### src/rtl/fp_round_unit_pkg.sv
// Shared types and constants for the single-precision rounding stage.
// Also holds the overflow-saturation helper used by the round FSM.
package fp_round_unit_pkg;

    typedef struct packed {
        logic        sign;
        logic [7:0]  exponent;
        logic [22:0] mantissa;
    } float_t;

    typedef enum logic [2:0] {
        RNE = 3'b000,
        RTZ = 3'b001,
        RDN = 3'b010,
        RUP = 3'b011,
        RMM = 3'b100
    } round_mode_e;

    typedef struct packed {
        logic nv;
        logic dz;
        logic of;
        logic uf;
        logic nx;
    } fflags_t;

    typedef enum logic {
        FU_FREE = 1'b0,
        FU_BUSY = 1'b1
    } fu_state_e;

    typedef enum logic [1:0] {
        ST_IDLE   = 2'd0,
        ST_ROUND  = 2'd1,
        ST_RENORM = 2'd2,
        ST_VALID  = 2'd3
    } rnd_state_e;

    localparam float_t MAX_FINITE = 32'h7F7F_FFFF;
    localparam float_t P_INFTY    = 32'h7F80_0000;
    localparam float_t N_INFTY    = 32'hFF80_0000;
    localparam float_t CANO_NAN   = 32'h7FC0_0000;

    // Modes that round toward zero for this sign saturate at the largest finite value.
    function automatic float_t overflow_value(input logic sign, input logic [2:0] mode);
        float_t v;
        v = sign ? N_INFTY : P_INFTY;
        if ((mode == RTZ) || ((mode == RDN) && !sign) || ((mode == RUP) && sign)) begin
            v = {sign, MAX_FINITE[30:0]};
        end
        return v;
    endfunction

endpackage

### src/rtl/fp_round_unit_decide.sv
// Combinational rounding decision: increment and inexact from sign, L, G, R, S and mode.
module fp_round_decide
    import fp_round_unit_pkg::*;
(
    input  logic        sign_i,
    input  logic        lsb_i,
    input  logic        guard_i,
    input  logic        round_i,
    input  logic        sticky_i,
    input  round_mode_e mode_i,
    output logic        inc_o,
    output logic        inexact_o
);

    always_comb begin
        inexact_o = guard_i | round_i | sticky_i;
        inc_o     = 1'b0;
        case (mode_i)
            RNE:     inc_o = guard_i & (round_i | sticky_i | lsb_i);
            RTZ:     inc_o = 1'b0;
            RDN:     inc_o = sign_i & inexact_o;
            RUP:     inc_o = ~sign_i & inexact_o;
            RMM:     inc_o = guard_i;
            default: inc_o = 1'b0;
        endcase
    end

endmodule

### src/rtl/fp_round_unit.sv
// Final rounding stage of the FP units: captures an unrounded result, applies the
// rounding mode, renormalises on mantissa carry and emits result plus fflags.
module fp_round_unit
    import fp_round_unit_pkg::*;
(
    input  logic        clk_i,
    input  logic        clk_en_i,
    input  logic        rst_n_i,
    input  logic        valid_i,
    input  float_t      operand_i,
    input  logic [2:0]  grs_i,
    input  round_mode_e round_mode_i,
    input  logic        invalid_op_i,
    input  logic        overflow_i,
    input  logic        underflow_i,
    output float_t      result_o,
    output fflags_t     fflags_o,
    output logic        valid_o,
    output fu_state_e   fu_state_o
);

    rnd_state_e state_q, state_d;
    float_t     op_q, op_d;
    logic [2:0] grs_q, grs_d;
    logic [2:0] rm_q, rm_d;
    logic       inv_q, inv_d;
    logic       ovf_q, ovf_d;
    logic       unf_q, unf_d;
    float_t     result_q, result_d;
    fflags_t    fflags_q, fflags_d;

    logic        round_inc;
    logic        inexact;
    logic [23:0] mant_sum;
    logic [7:0]  exp_inc;

    fp_round_decide u_decide (
        .sign_i    (op_q.sign),
        .lsb_i     (op_q.mantissa[0]),
        .guard_i   (grs_q[2]),
        .round_i   (grs_q[1]),
        .sticky_i  (grs_q[0]),
        .mode_i    (round_mode_e'(rm_q)),
        .inc_o     (round_inc),
        .inexact_o (inexact)
    );

    assign mant_sum = {1'b0, op_q.mantissa} + {23'd0, round_inc};
    assign exp_inc  = op_q.exponent + 8'd1;

    always_comb begin
        state_d  = state_q;
        op_d     = op_q;
        grs_d    = grs_q;
        rm_d     = rm_q;
        inv_d    = inv_q;
        ovf_d    = ovf_q;
        unf_d    = unf_q;
        result_d = result_q;
        fflags_d = fflags_q;

        case (state_q)
            ST_IDLE: begin
                if (valid_i) begin
                    op_d    = operand_i;
                    grs_d   = grs_i;
                    rm_d    = round_mode_i;
                    inv_d   = invalid_op_i;
                    ovf_d   = overflow_i;
                    unf_d   = underflow_i;
                    state_d = ST_ROUND;
                end
            end

            ST_ROUND: begin
                state_d = ST_VALID;
                if (inv_q || (rm_q > 3'd4)) begin
                    result_d    = CANO_NAN;
                    fflags_d    = '0;
                    fflags_d.nv = 1'b1;
                end else if (op_q.exponent == 8'hFF) begin
                    fflags_d = '0;
                    if (op_q.mantissa != 23'd0) begin
                        // Quiet NaNs are canonicalised silently; only signalling NaNs raise NV.
                        result_d    = CANO_NAN;
                        fflags_d.nv = ~op_q.mantissa[22];
                    end else begin
                        result_d = op_q;
                    end
                end else if (ovf_q) begin
                    result_d    = overflow_value(op_q.sign, rm_q);
                    fflags_d    = '0;
                    fflags_d.of = 1'b1;
                    fflags_d.nx = 1'b1;
                end else if (unf_q) begin
                    result_d    = {op_q.sign, 31'd0};
                    fflags_d    = '0;
                    fflags_d.uf = 1'b1;
                    fflags_d.nx = 1'b1;
                end else if (mant_sum[23]) begin
                    state_d = ST_RENORM;
                end else begin
                    result_d    = {op_q.sign, op_q.exponent, mant_sum[22:0]};
                    fflags_d    = '0;
                    fflags_d.nx = inexact;
                    fflags_d.uf = inexact & (op_q.exponent == 8'd0);
                end
            end

            ST_RENORM: begin
                state_d  = ST_VALID;
                fflags_d = '0;
                // A carry out of a denormal lands on exponent 1, a normal value, so no UF here.
                if (exp_inc == 8'hFF) begin
                    result_d    = overflow_value(op_q.sign, rm_q);
                    fflags_d.of = 1'b1;
                    fflags_d.nx = 1'b1;
                end else begin
                    result_d    = {op_q.sign, exp_inc, 23'd0};
                    fflags_d.nx = 1'b1;
                end
            end

            ST_VALID: begin
                state_d = ST_IDLE;
            end

            default: begin
                state_d = ST_IDLE;
            end
        endcase
    end

    always_ff @(posedge clk_i) begin
        if (!rst_n_i) begin
            state_q  <= ST_IDLE;
            op_q     <= '0;
            grs_q    <= '0;
            rm_q     <= '0;
            inv_q    <= 1'b0;
            ovf_q    <= 1'b0;
            unf_q    <= 1'b0;
            result_q <= '0;
            fflags_q <= '0;
        end else if (clk_en_i) begin
            state_q  <= state_d;
            op_q     <= op_d;
            grs_q    <= grs_d;
            rm_q     <= rm_d;
            inv_q    <= inv_d;
            ovf_q    <= ovf_d;
            unf_q    <= unf_d;
            result_q <= result_d;
            fflags_q <= fflags_d;
        end
    end

    assign result_o   = result_q;
    assign fflags_o   = fflags_q;
    assign valid_o    = (state_q == ST_VALID);
    assign fu_state_o = (state_q == ST_IDLE) ? FU_FREE : FU_BUSY;

endmodule

### config.mk
export PLATFORM = sky130hd
export DESIGN_NAME = fp_round_unit
export DESIGN_NICKNAME = d
export VERILOG_FILES = /design/src/rtl/fp_round_unit_pkg.sv /design/src/rtl/fp_round_unit_decide.sv /design/src/rtl/fp_round_unit.sv
export SDC_FILE = /design/constraint.sdc
export NUM_CORES = 1
export LEC_CHECK = 0
export CAP_MARGIN = 30
export CORE_MARGIN = 2
export CORE_UTILIZATION = 25
export CTS_BUF_LIST = sky130_fd_sc_hd__clkbuf_8
export DETAILED_ROUTE_END_ITERATION = 7
export HOLD_SLACK_MARGIN = 0.08
export PLACE_DENSITY = 0.48
export SLEW_MARGIN = 10
export SYNTH_ARGS = -nofsm -noshare
export SYNTH_HDL_FRONTEND = slang
export SYNTH_SLANG_ARGS = --single-unit
### constraint.sdc
create_clock -name clk_i -period 4.93 [get_ports clk_i]
set_input_delay 0.986 -clock clk_i [delete_from_list [all_inputs] [get_ports clk_i]]
set_output_delay 0.986 -clock clk_i [all_outputs]
set_load 0.03 [all_outputs]
### After elaboration in Yosys (flattened, before gate mapping)

Index checks and enable logic that the tools add are counted.

| word-level totals | value |
|---|---|
| register bits after elaboration | 80 |
| bits of input ports | 45 |
| output and inout bits | 39 |

| operators by class | value |
|---|---|
| add/sub/neg operators | 2 |
| magnitude comparators | 1 |
| eq/ne operators | 11 |
| multiplexer cells | 27 |
| bitwise logic cells | 10 |
| reduce and logical (&&, ||, !) cells | 14 |

Operators with widths:

| kind | count |
|---|---|
| 2-to-1 mux 32 bit | 9 |
| one-hot mux 32 bit (2 select lines) | 1 |
| 2-to-1 mux 5 bit | 5 |
| adder 23 x 1 -> 24 bit | 1 |
| nonzero test 23 bit | 1 |
| equality test 8 bit, second input constant | 2 |
| one-hot mux 5 bit (2 select lines) | 1 |
| adder 8 x 1 -> 8 bit, second input constant | 1 |
| zero test 8 bit | 1 |
| 2-to-1 mux 1 bit | 8 |
| one-hot mux 2 bit (4 select lines) | 1 |
| equality test 3 x 2 -> 1 bit, second input constant | 2 |
| != test 6 bit, second input constant | 1 |
| AND reduction 3 bit | 2 |
| AND 1 bit | 4 |
| equality test 2 bit, second input constant | 2 |
| bitwise OR 1 bit | 4 |
| one-hot mux 1 bit (4 select lines) | 1 |
| equality test 3 x 1 -> 1 bit, second input constant | 1 |
| equality test 3 bit, second input constant | 1 |
| greater-than comparator 3 bit, second input constant | 1 |
| zero test 3 bit | 1 |
| logical OR 1 bit | 3 |
| equality test 2 x 1 -> 1 bit, second input constant | 1 |
| 8 further kinds | 10 |

### Longest topological paths before layout

| logic depth | value |
|---|---|
| depth in word-level cells | 11 |
| gate-level depth with buffers | 14 |
| depth with buffers taken out | 12 |

### Modules after synthesis

A second synthesis with hierarchy kept.

| second synthesis, totals | value |
|---|---|
| cells, all modules | 557 |
| area total of the unflattened synthesis | 4281.6 sq um |

By module, submodules not included:

| module | instances | cells an instance | area an instance (sq um) | seq. area each (sq um) |
|---|---|---|---|---|
| fp_round_unit | 1 | 550 | 4225.3 | 1581.5 |
| fp_round_decide | 1 | 7 | 56.3 | 0.0 |

### Worst setup path after synthesis

No wires, ideal clock.

| timing path | value |
|---|---|
| kind | register to register |
| start point | register rm_q[2] |
| end point | register result_q, in the netlist result_o[16] |
| arrival | 2.787 ns |
| path slack | 2.073 ns |
| stages on the path, launching flop included | 14 |
| path buffers | 1 |
| path through | dfxtp_1 and3b_1 ha_1 nand3b_1 o32ai_1 ha_1 ha_1 nand4_1 or4_1 clkbuf_1 or3_1 a21oi_1 o21ai_0 a21oi_1 |

| on the way | value |
|---|---|
| cells in the longest elaborated chain, start to end | 9 |
| elaborated cells on any way between the ends | 23 |
| those cells by class | add/sub (1); order compare (1); eq/ne (5); mux (9); reduce/logical (7) |

RTL lines:

| what | line | source |
|---|---|---|
| start, declared | fp_round_unit.sv:25 | `logic [2:0] rm_q, rm_d;` |
| start signal, assigned | fp_round_unit.sv:149 | `rm_q <= rm_d;` |
| equality test 3 bit, or another cell as far along | fp_round_unit_decide.sv:18 | `case (mode_i)` |
| one-hot mux 1 bit (4 select lines) / logical AND 1 bit (equally long branches) | fp_round_unit_decide.sv:18, fp_round_unit_pkg.sv:48 |  |
| adder 23 x 1 -> 24 bit / logical OR 1 bit (equally long branches) | fp_round_unit.sv:48, fp_round_unit_pkg.sv:48 |  |
| 2-to-1 mux 32 bit / logical OR 1 bit (equally long branches) | fp_round_unit.sv:100, fp_round_unit_pkg.sv:48 |  |
| 2-to-1 mux 32 bit (on tied branches) | fp_round_unit.sv:95, fp_round_unit_pkg.sv:48 |  |
| 2-to-1 mux 32 bit | fp_round_unit.sv:90 | `end else if (ovf_q) begin` |
| 2-to-1 mux 32 bit | fp_round_unit.sv:81 | `end else if (op_q.exponent == 8'hFF) begin` |
| 2-to-1 mux 32 bit | fp_round_unit.sv:77 | `if (inv_q \|\| (rm_q > 3'd4)) begin` |
| one-hot mux 32 bit (2 select lines) | fp_round_unit.sv:62 | `case (state_q)` |
| end signal, assigned | fp_round_unit.sv:153 | `result_q <= result_d;` |
| end, declared | fp_round_unit.sv:29 | `float_t result_q, result_d;` |

Parallel ways exist; a longest one is shown, timed or not. The select of a mux whose other input is x is not followed.
A chain may end at the register's enable or synchronous reset.

### Worst setup path after layout

| timing path | value |
|---|---|
| start point | register rm_q[2] |
| end point | register result_q, in the netlist result_o[21] |

The elaborated chain is that of the path after synthesis.

==> qor.csv <==
stage,metric,value,unit
routing,drt first pass iters,5,
synthesis,XOR/XNOR Fraction of Synth Area,2.015,%
cells_and_area,fillcell total,1894,
placement,Final HPWL DP,10200,um
timing,final hold viol count,0,
power_and_ir_drop,PwrDens,307.7,nW/um2
placement,Post-DP Area,5293,um2
synthesis,complex-gate fraction of the synthesized area,28.38,%
power_and_ir_drop,leakage power,1.893,nW
critical_path,Critical R2R Launch,rm_q[2]$_SDFFE_PN0P_,
global_routing,GR Overflow Total,0,
routing,DR vias/cell,4.995,
synthesis,Synth Area in Adders,2.879,%
die,Initial Util,25.31,%
synthesis,multiplexer area fraction after synthesis,0,%
critical_path,Worst setup EP type,register,
synthesis,"EDFF count, synth",0,
critical_path,"Slowest-stage cell, CP",o311a_1,
clock_network,Clock Latency Late Sink,0.37,ns
power_and_ir_drop,Peak VDD IR,0.1400,mV
clock_network,CTS Hold Bufs,0,
global_routing,largest net degree at the start of global routing,52,
clock_network,Root Buffer Master,clkbuf_8,
run,max_cap viols,0,
cells_and_area,"Core Util, Final",32.38,%
min_path,HP Class,register to register,
critical_path,kind of critical path,register to register,
timing,RSZ-0062 raised after global routing,no,
timing,post-layout min period,3.454,ns
critical_path,Worst path max stage delay,0.54,ns
cells_and_area,nets,678,
die,CORE AREA,17180,um2
routing,routed vias,4261,
timing,fin crit share,70.05,%
synthesis,Post-Syn Nets,623,
synthesis,post-synthesis sequential area ratio,36.38,%
timing,Final Max Slew Viols,0,
timing,fmax,289.6,MHz
synthesis,synthesized area,4347,um2
routing,Avg WL per Cell,16.20,um
clock_network,total CTS buffers,9,
clock_network,CTS Buffer Depth,2,
global_routing,initial antenna violation count,0,
routing,Final ANT Viol Nets,0,
placement,Final Wtd Congestion,0.8477,
global_routing,vias in the first global route,3998,
critical_path,Worst EP arrival,3.75,ns
synthesis,Avg Inst Size Synth,7.653,um2
clock_network,clock sink count,79,
min_path,min-delay src,fflags_o[1]$_SDFFE_PN0P_,
placement,Buffers on Ports,82,
global_routing,first-pass GRT wire length,22070,um
die,die area,18460,um2
synthesis,Area contributors post-synth,"dfxtp_1 36%, nand2_1 10%, a21boi_0 8.3%",
die,Cell Rows,48,
critical_path,CP cell instances,and3b_1 -> ha_1 -> nand3b_1 -> o32ai_1 -> ha_1 -> and3_1 -> nand3_4 -> or2_4 -> o311a_1 -> buf_8 -> o21a_4 -> a31oi_1,
die,die width,135.9,um
synthesis,cells after synthesis,568,
timing,Final Setup Violations,0,
synthesis,synthesis-stage register bit count,79,
clock_network,post-CTS setup buffers,0,
critical_path,cell family with most CP delay,simple AND/OR/NAND/NOR gates,
synthesis,"Top FF cell, synth",dfxtp_1,
routing,DRT iter0 DRCs,245,
critical_path,Worst setup SP type,register,
synthesis,Cell variety after synth,60,
clock_network,CTS tree,yes,
placement,pre-CTS WS,1.527,ns
clock_network,"Reg clk slew, reported paths",0.09,ns
die,die height,135.9,um
cells_and_area,Ant. Diodes,0,
timing,clock skew,0.01046,ns
timing,Rel. slew slack,39.16,%
synthesis,Synth Area in Simple Gates,24.41,%
routing,Post-Route WL,13820,um
synthesis,largest family of logic cells by synthesized area,compound AO/OA/AOI/OAI gates,
critical_path,CP Launch Point,rm_q[2]$_SDFFE_PN0P_,
run_status,outcome,finished clean,
timing,PnR worst setup slack,1.476,ns
timing,Sum Neg Setup Slack,0,ns
clock_network,post_cts resized,0,
die,Ports,84,
timing,Least-Margin Pin Slew,0.9093,ns
synthesis,"area leader, netlist",dfxtp_1,
critical_path,most frequent CP cell,ha_1,
synthesis,ys async rst share,0,%
routing,DRC errors left,0,
cells_and_area,Finished Cell Area,5562,um2
critical_path,worst-path fanout max,24,
cells_and_area,area grow syn2layout,27.95,%
synthesis,yosys warns,0,
critical_path,Worst EP required,5.22,ns
clock_network,H-tree depth,3,
cells_and_area,share of cells above drive strength 1,5.255,%
critical_path,Worst Path Buf+Inv,1,
synthesis,Yosys top cell area share,36.38,%
global_routing,total track usage,15.44,%
## power breakdown
| group | total (mW) | switching [mW] | internal (mW) |
|---|---|---|---|
| clock | 0.642 | 0.253 | 0.389 |
| combinational | 0.342 | 0.198 | 0.144 |
| sequential | 0.727 | 0.0465 | 0.681 |
## through the flow
step	instances	hold slack, ns	total power [mW]
after global routing	853	0.4865	1.798
after CTS	853	0.4730	1.735
after detailed placement	837	0.4623	1.084
after floorplan	568	0.4562	0.9409
final	853	0.4690	1.711
after global placement	836	0.4618	1.077
## cell families after synthesis
logic type,after synthesis
simple gates,222
fa+ha+maj,10
other cells,1
buf+inv,57
compound gates,189
xor+xnor,10
flops,79
## routing by layer
metal | vias up | wire length [um] | global-route usage [%]
li1 | 2130 | - | -
met4 | 0 | 181 | 4.861
met2 | 115 | 5628 | 22.08
met3 | 12 | 784 | 3.095
met5 | - | 0 | 0
met1 | 2004 | 7224 | 23.04
## worst paths after layout
| check | endpoint | depth (start not counted) | slack [ns] |
|---|---|---|---|
| max | result_o[21]$_SDFFE_PN0P_ | 12 | 1.48 |
| min | fflags_o[1]$_SDFFE_PN0P_ | 2 | 0.47 |
| max reg2reg | result_o[21]$_SDFFE_PN0P_ | 12 | 1.48 |
| min reg2reg | fflags_o[1]$_SDFFE_PN0P_ | 2 | 0.47 |
## Yosys cell counts (4+ instances only)
cell type    n
xor2_1       6
buf_2        7
a21oi_1     41
dfxtp_1     79
or3_1        4
clkbuf_1    29
nand4_1      8
and3_1       5
o21ai_0     49
xnor2_1      4
a31oi_1      5
nand2b_1     4
nor3_1      10
o31ai_1      4
nand3_1     27
ha_1        10
nor2b_1      4
nor4_1       8
o2111ai_1    4
a211o_1      5
inv_1       13
nand2_1    117
a21boi_0    48
nor2_1      12
a21o_1       6
## sequential cells by signal, indices dropped and copies added (netlist names)
name	cells
op_q	32
result_o	32
fflags_o	4
grs_q	3
rm_q	3
state_q	2
inv_q	1
ovf_q	1
unf_q	1
## cell type report
class | instances | area, um2 | share of cell area [%]
clock buffer | 9 | 123.9 | 2.227
clock inverter | 7 | 145.1 | 2.610
inverter | 14 | 52.55 | 0.9449
multi-input combinational | 432 | 2516 | 45.24
sequential | 79 | 1582 | 28.44
tap | 225 | 281.5 | 5.062
timing repair buffer | 87 | 860.8 | 15.48
## placed cells by master, fill, tap and decap left out, types with 3 or more instances in the layout
| cell type | synthesis | routed |
|---|---|---|
| o21ai_0 | 49 | 49 |
| nand2b_1 | 4 | 4 |
| buf_4 | 2 | 4 |
| or4_1 | 3 | 3 |
| or3_1 | 4 | 4 |
| nor3_1 | 10 | 10 |
| and4_1 | 3 | 3 |
| inv_1 | 13 | 13 |
| nand4_1 | 8 | 8 |
| xor2_1 | 6 | 6 |
| and2_1 | 3 | 3 |
| nand3_1 | 27 | 26 |
| a211o_1 | 5 | 5 |
| nor3b_1 | 3 | 3 |
| a31oi_1 | 5 | 5 |
| and3_1 | 5 | 5 |
| a21o_1 | 6 | 6 |
| clkdlybuf4s50_1 | 0 | 81 |
| ha_1 | 10 | 10 |
| nor2b_1 | 4 | 4 |
| dfxtp_1 | 79 | 79 |
| a21oi_1 | 41 | 41 |
| xnor2_1 | 4 | 4 |
| o31ai_1 | 4 | 4 |
| nand2_1 | 117 | 117 |
| nor4_1 | 8 | 8 |
| a21boi_0 | 48 | 48 |
| o21ai_1 | 3 | 3 |
| clkbuf_8 | 0 | 9 |
| bufinv_16 | 0 | 4 |
| o2111ai_1 | 4 | 4 |
| nor2_1 | 12 | 12 |
| o311ai_0 | 3 | 3 |
| a32oi_1 | 3 | 3 |
## worst min-delay path: stages (launching register included)
cell      delay [ns]
dfxtp_1         0.31
nand2_1         0.05
a21boi_0        0.06
Power figures use the tool's default switching activity.
==> edit (config.mk and constraints unchanged) <==
Add an input register stage for `round_mode_i`; this delays it by one clock. The other inputs are not delayed to match.
--- a/src/rtl/fp_round_unit.sv
+++ b/src/rtl/fp_round_unit.sv
@@ -20,2 +20,8 @@
 );
+
+    round_mode_e round_mode_q;
+
+    always_ff @(posedge clk_i) begin
+        round_mode_q <= round_mode_i;
+    end
 
@@ -66,3 +72,3 @@
                     grs_d   = grs_i;
-                    rm_d    = round_mode_i;
+                    rm_d    = round_mode_q;
                     inv_d   = invalid_op_i;
Function: changed (Yosys sat finds a counterexample within 4 cycles, from zero or initial values and one cycle with rst_n_i low).
==> edit against the original RTL <==
- setup slack better by 0.36 ns
- area after synthesis is 0.58% lower
- total power is 7.4% lower
- critical path type unchanged
- final area is 1.4% lower
- die area is 0.56% lower
- sequential cell count is 3 higher
- non-clock buffer count is 2 higher
- routed wire length is 0.61% lower
==> edit: results (changes against the original RTL) <==
metric,value,unit,change
status,"finished, final reports clean",,
sequential share of the synthesized area,38.0,%,+1.6 points
met1 WL,6.95,mm,-3.8%
non-filler instance count after layout,845,,-0.94%
clock latency on the worst-skew pair,0.37,ns,about the same
first-pass GRT wire length,22.3,mm,+1.2%
WL met3,748,um,-4.6%
Synth Area in Adders,2.90,%,+0.017 points
Compound-Gate Fraction of Synth Area,25.2,%,-3.2 points
vias in the first global route,4185,,+4.7%
fill cell count,1848,,-2.4%
CP Launch Point,rm_q[2],,
placed cells,830,,-0.84%
Post-synth top cells,"119 x nand2_1, 82 x dfxtp_1, 71 x a21oi_1",,
share of cells above drive strength 1,5.32,%,+0.068 points
post-synthesis async set-or-reset flop share,0,%,unchanged
average wire per standard cell,16.3,um,+0.33%
Pleak,1.85,nW,-2.4%
via-per-instance ratio,5.09,,+1.8%
DRT iter0 DRCs,261,,+6.5%
Worst Path Max Fanout,20,,-17%
XOR/XNOR Fraction of Synth Area,1.62,%,-0.39 points
routability cong.,0.851,,+0.41%
syn nets,617,,-0.96%
ant diodes,0,,unchanged
P_sw,490,uW,-1.5%
Total Nets Final,671,,-1.0%
largest net degree at the start of global routing,50,,-3.8%
gr usage total,15.5,%,+0.051 points
worst vdd ir,0.144,mV,+2.7%
mux contribution to synthesized area,0.232,%,+0.23 points
largest cells by area after synthesis,"dfxtp_1 38%, nand2_1 10%, a21oi_1 8.2%, o221a_1 5.5%, ha_1 2.9%",,
syn avg cell area,7.69,um^2,+0.49%
root buf cell,clkbuf_8,,
clock skew,0.0102,ns,-0.000262 ns
yosys warns,0,,unchanged
post-detail-place hpwl,10.1,mm,-1.0%
Top Metal Used,met4,,
"CTS clk-pin slew, worst paths",0.08,ns,
Hold Startpoint,round_mode_q[1],,
CP Data Arrival Time,3.41,ns,-0.34 ns
worst-case clock buffer depth,2,,unchanged
Worst-Margin Slew,0.968,ns,+0.0590 ns
met2 WL,5.78,mm,+2.8%
edit: final timing paths:
kind                   to  slack, ns  cells past startpoint
min               rm_q[1]       0.46                      2
min reg2reg       rm_q[1]       0.46                      2
max          result_o[16]       1.84                     11
max reg2reg  result_o[16]       1.84                     11
edit: layer usage:
layer	global-route usage (%)	vias to the layer above
met5	0	-
met4	6.71	0
met3	3.29	17
met2	22.1	115
met1	22.4	2030
li1	-	2136
edit: cell type report:
cell class	count	share of cell area (%)
well taps	225	5.13
clock inverters	5	1.00
repair buffers	89	15.9
clock buffers	10	2.51
inverters	10	0.684
flip-flops and latches	82	29.9
multi-input cells	424	44.8
edit: cell families (layout without fill, tap and decap cells):
kind of cell | Yosys count | after routing
xor+xnor | 8 | 8
simple gates | 241 | 241
fa+ha+maj | 10 | 10
buf+inv | 56 | 114
flops | 82 | 82
other cells | 1 | 1
mux | 1 | 1
compound gates | 163 | 163
edit: metrics by stage:
step                utilization (%)  setup slack (ns)  instance area [um^2]
finish                         32.0              1.84                  5480
global route                   32.0              1.58                  5480
CTS                            32.0              1.80                  5480
detailed placement             30.9              1.85                  5290
global placement               30.9              1.93                  5280
floorplan                         -              2.29                  4320
edit: critical path: stages (launching register included):
cell,delay [ns]
dfxtp_1,0.42
and3b_1,0.21
ha_1,0.27
nand3b_1,0.06
o22ai_1,0.14
ha_1,0.22
and3_1,0.26
nand4_1,0.17
nor4_4,0.40
a21oi_4,0.10
nand2_1,0.50
o221a_1,0.31
edit: power by group through the flow:
stage	Sequential, mW	Combinational, mW	Clock, mW
global route	0.763	0.376	0.537
CTS	0.755	0.344	0.506
floorplan	0.793	0.178	0
finish	0.755	0.341	0.489
detailed placement	0.771	0.342	0
global placement	0.770	0.340	0
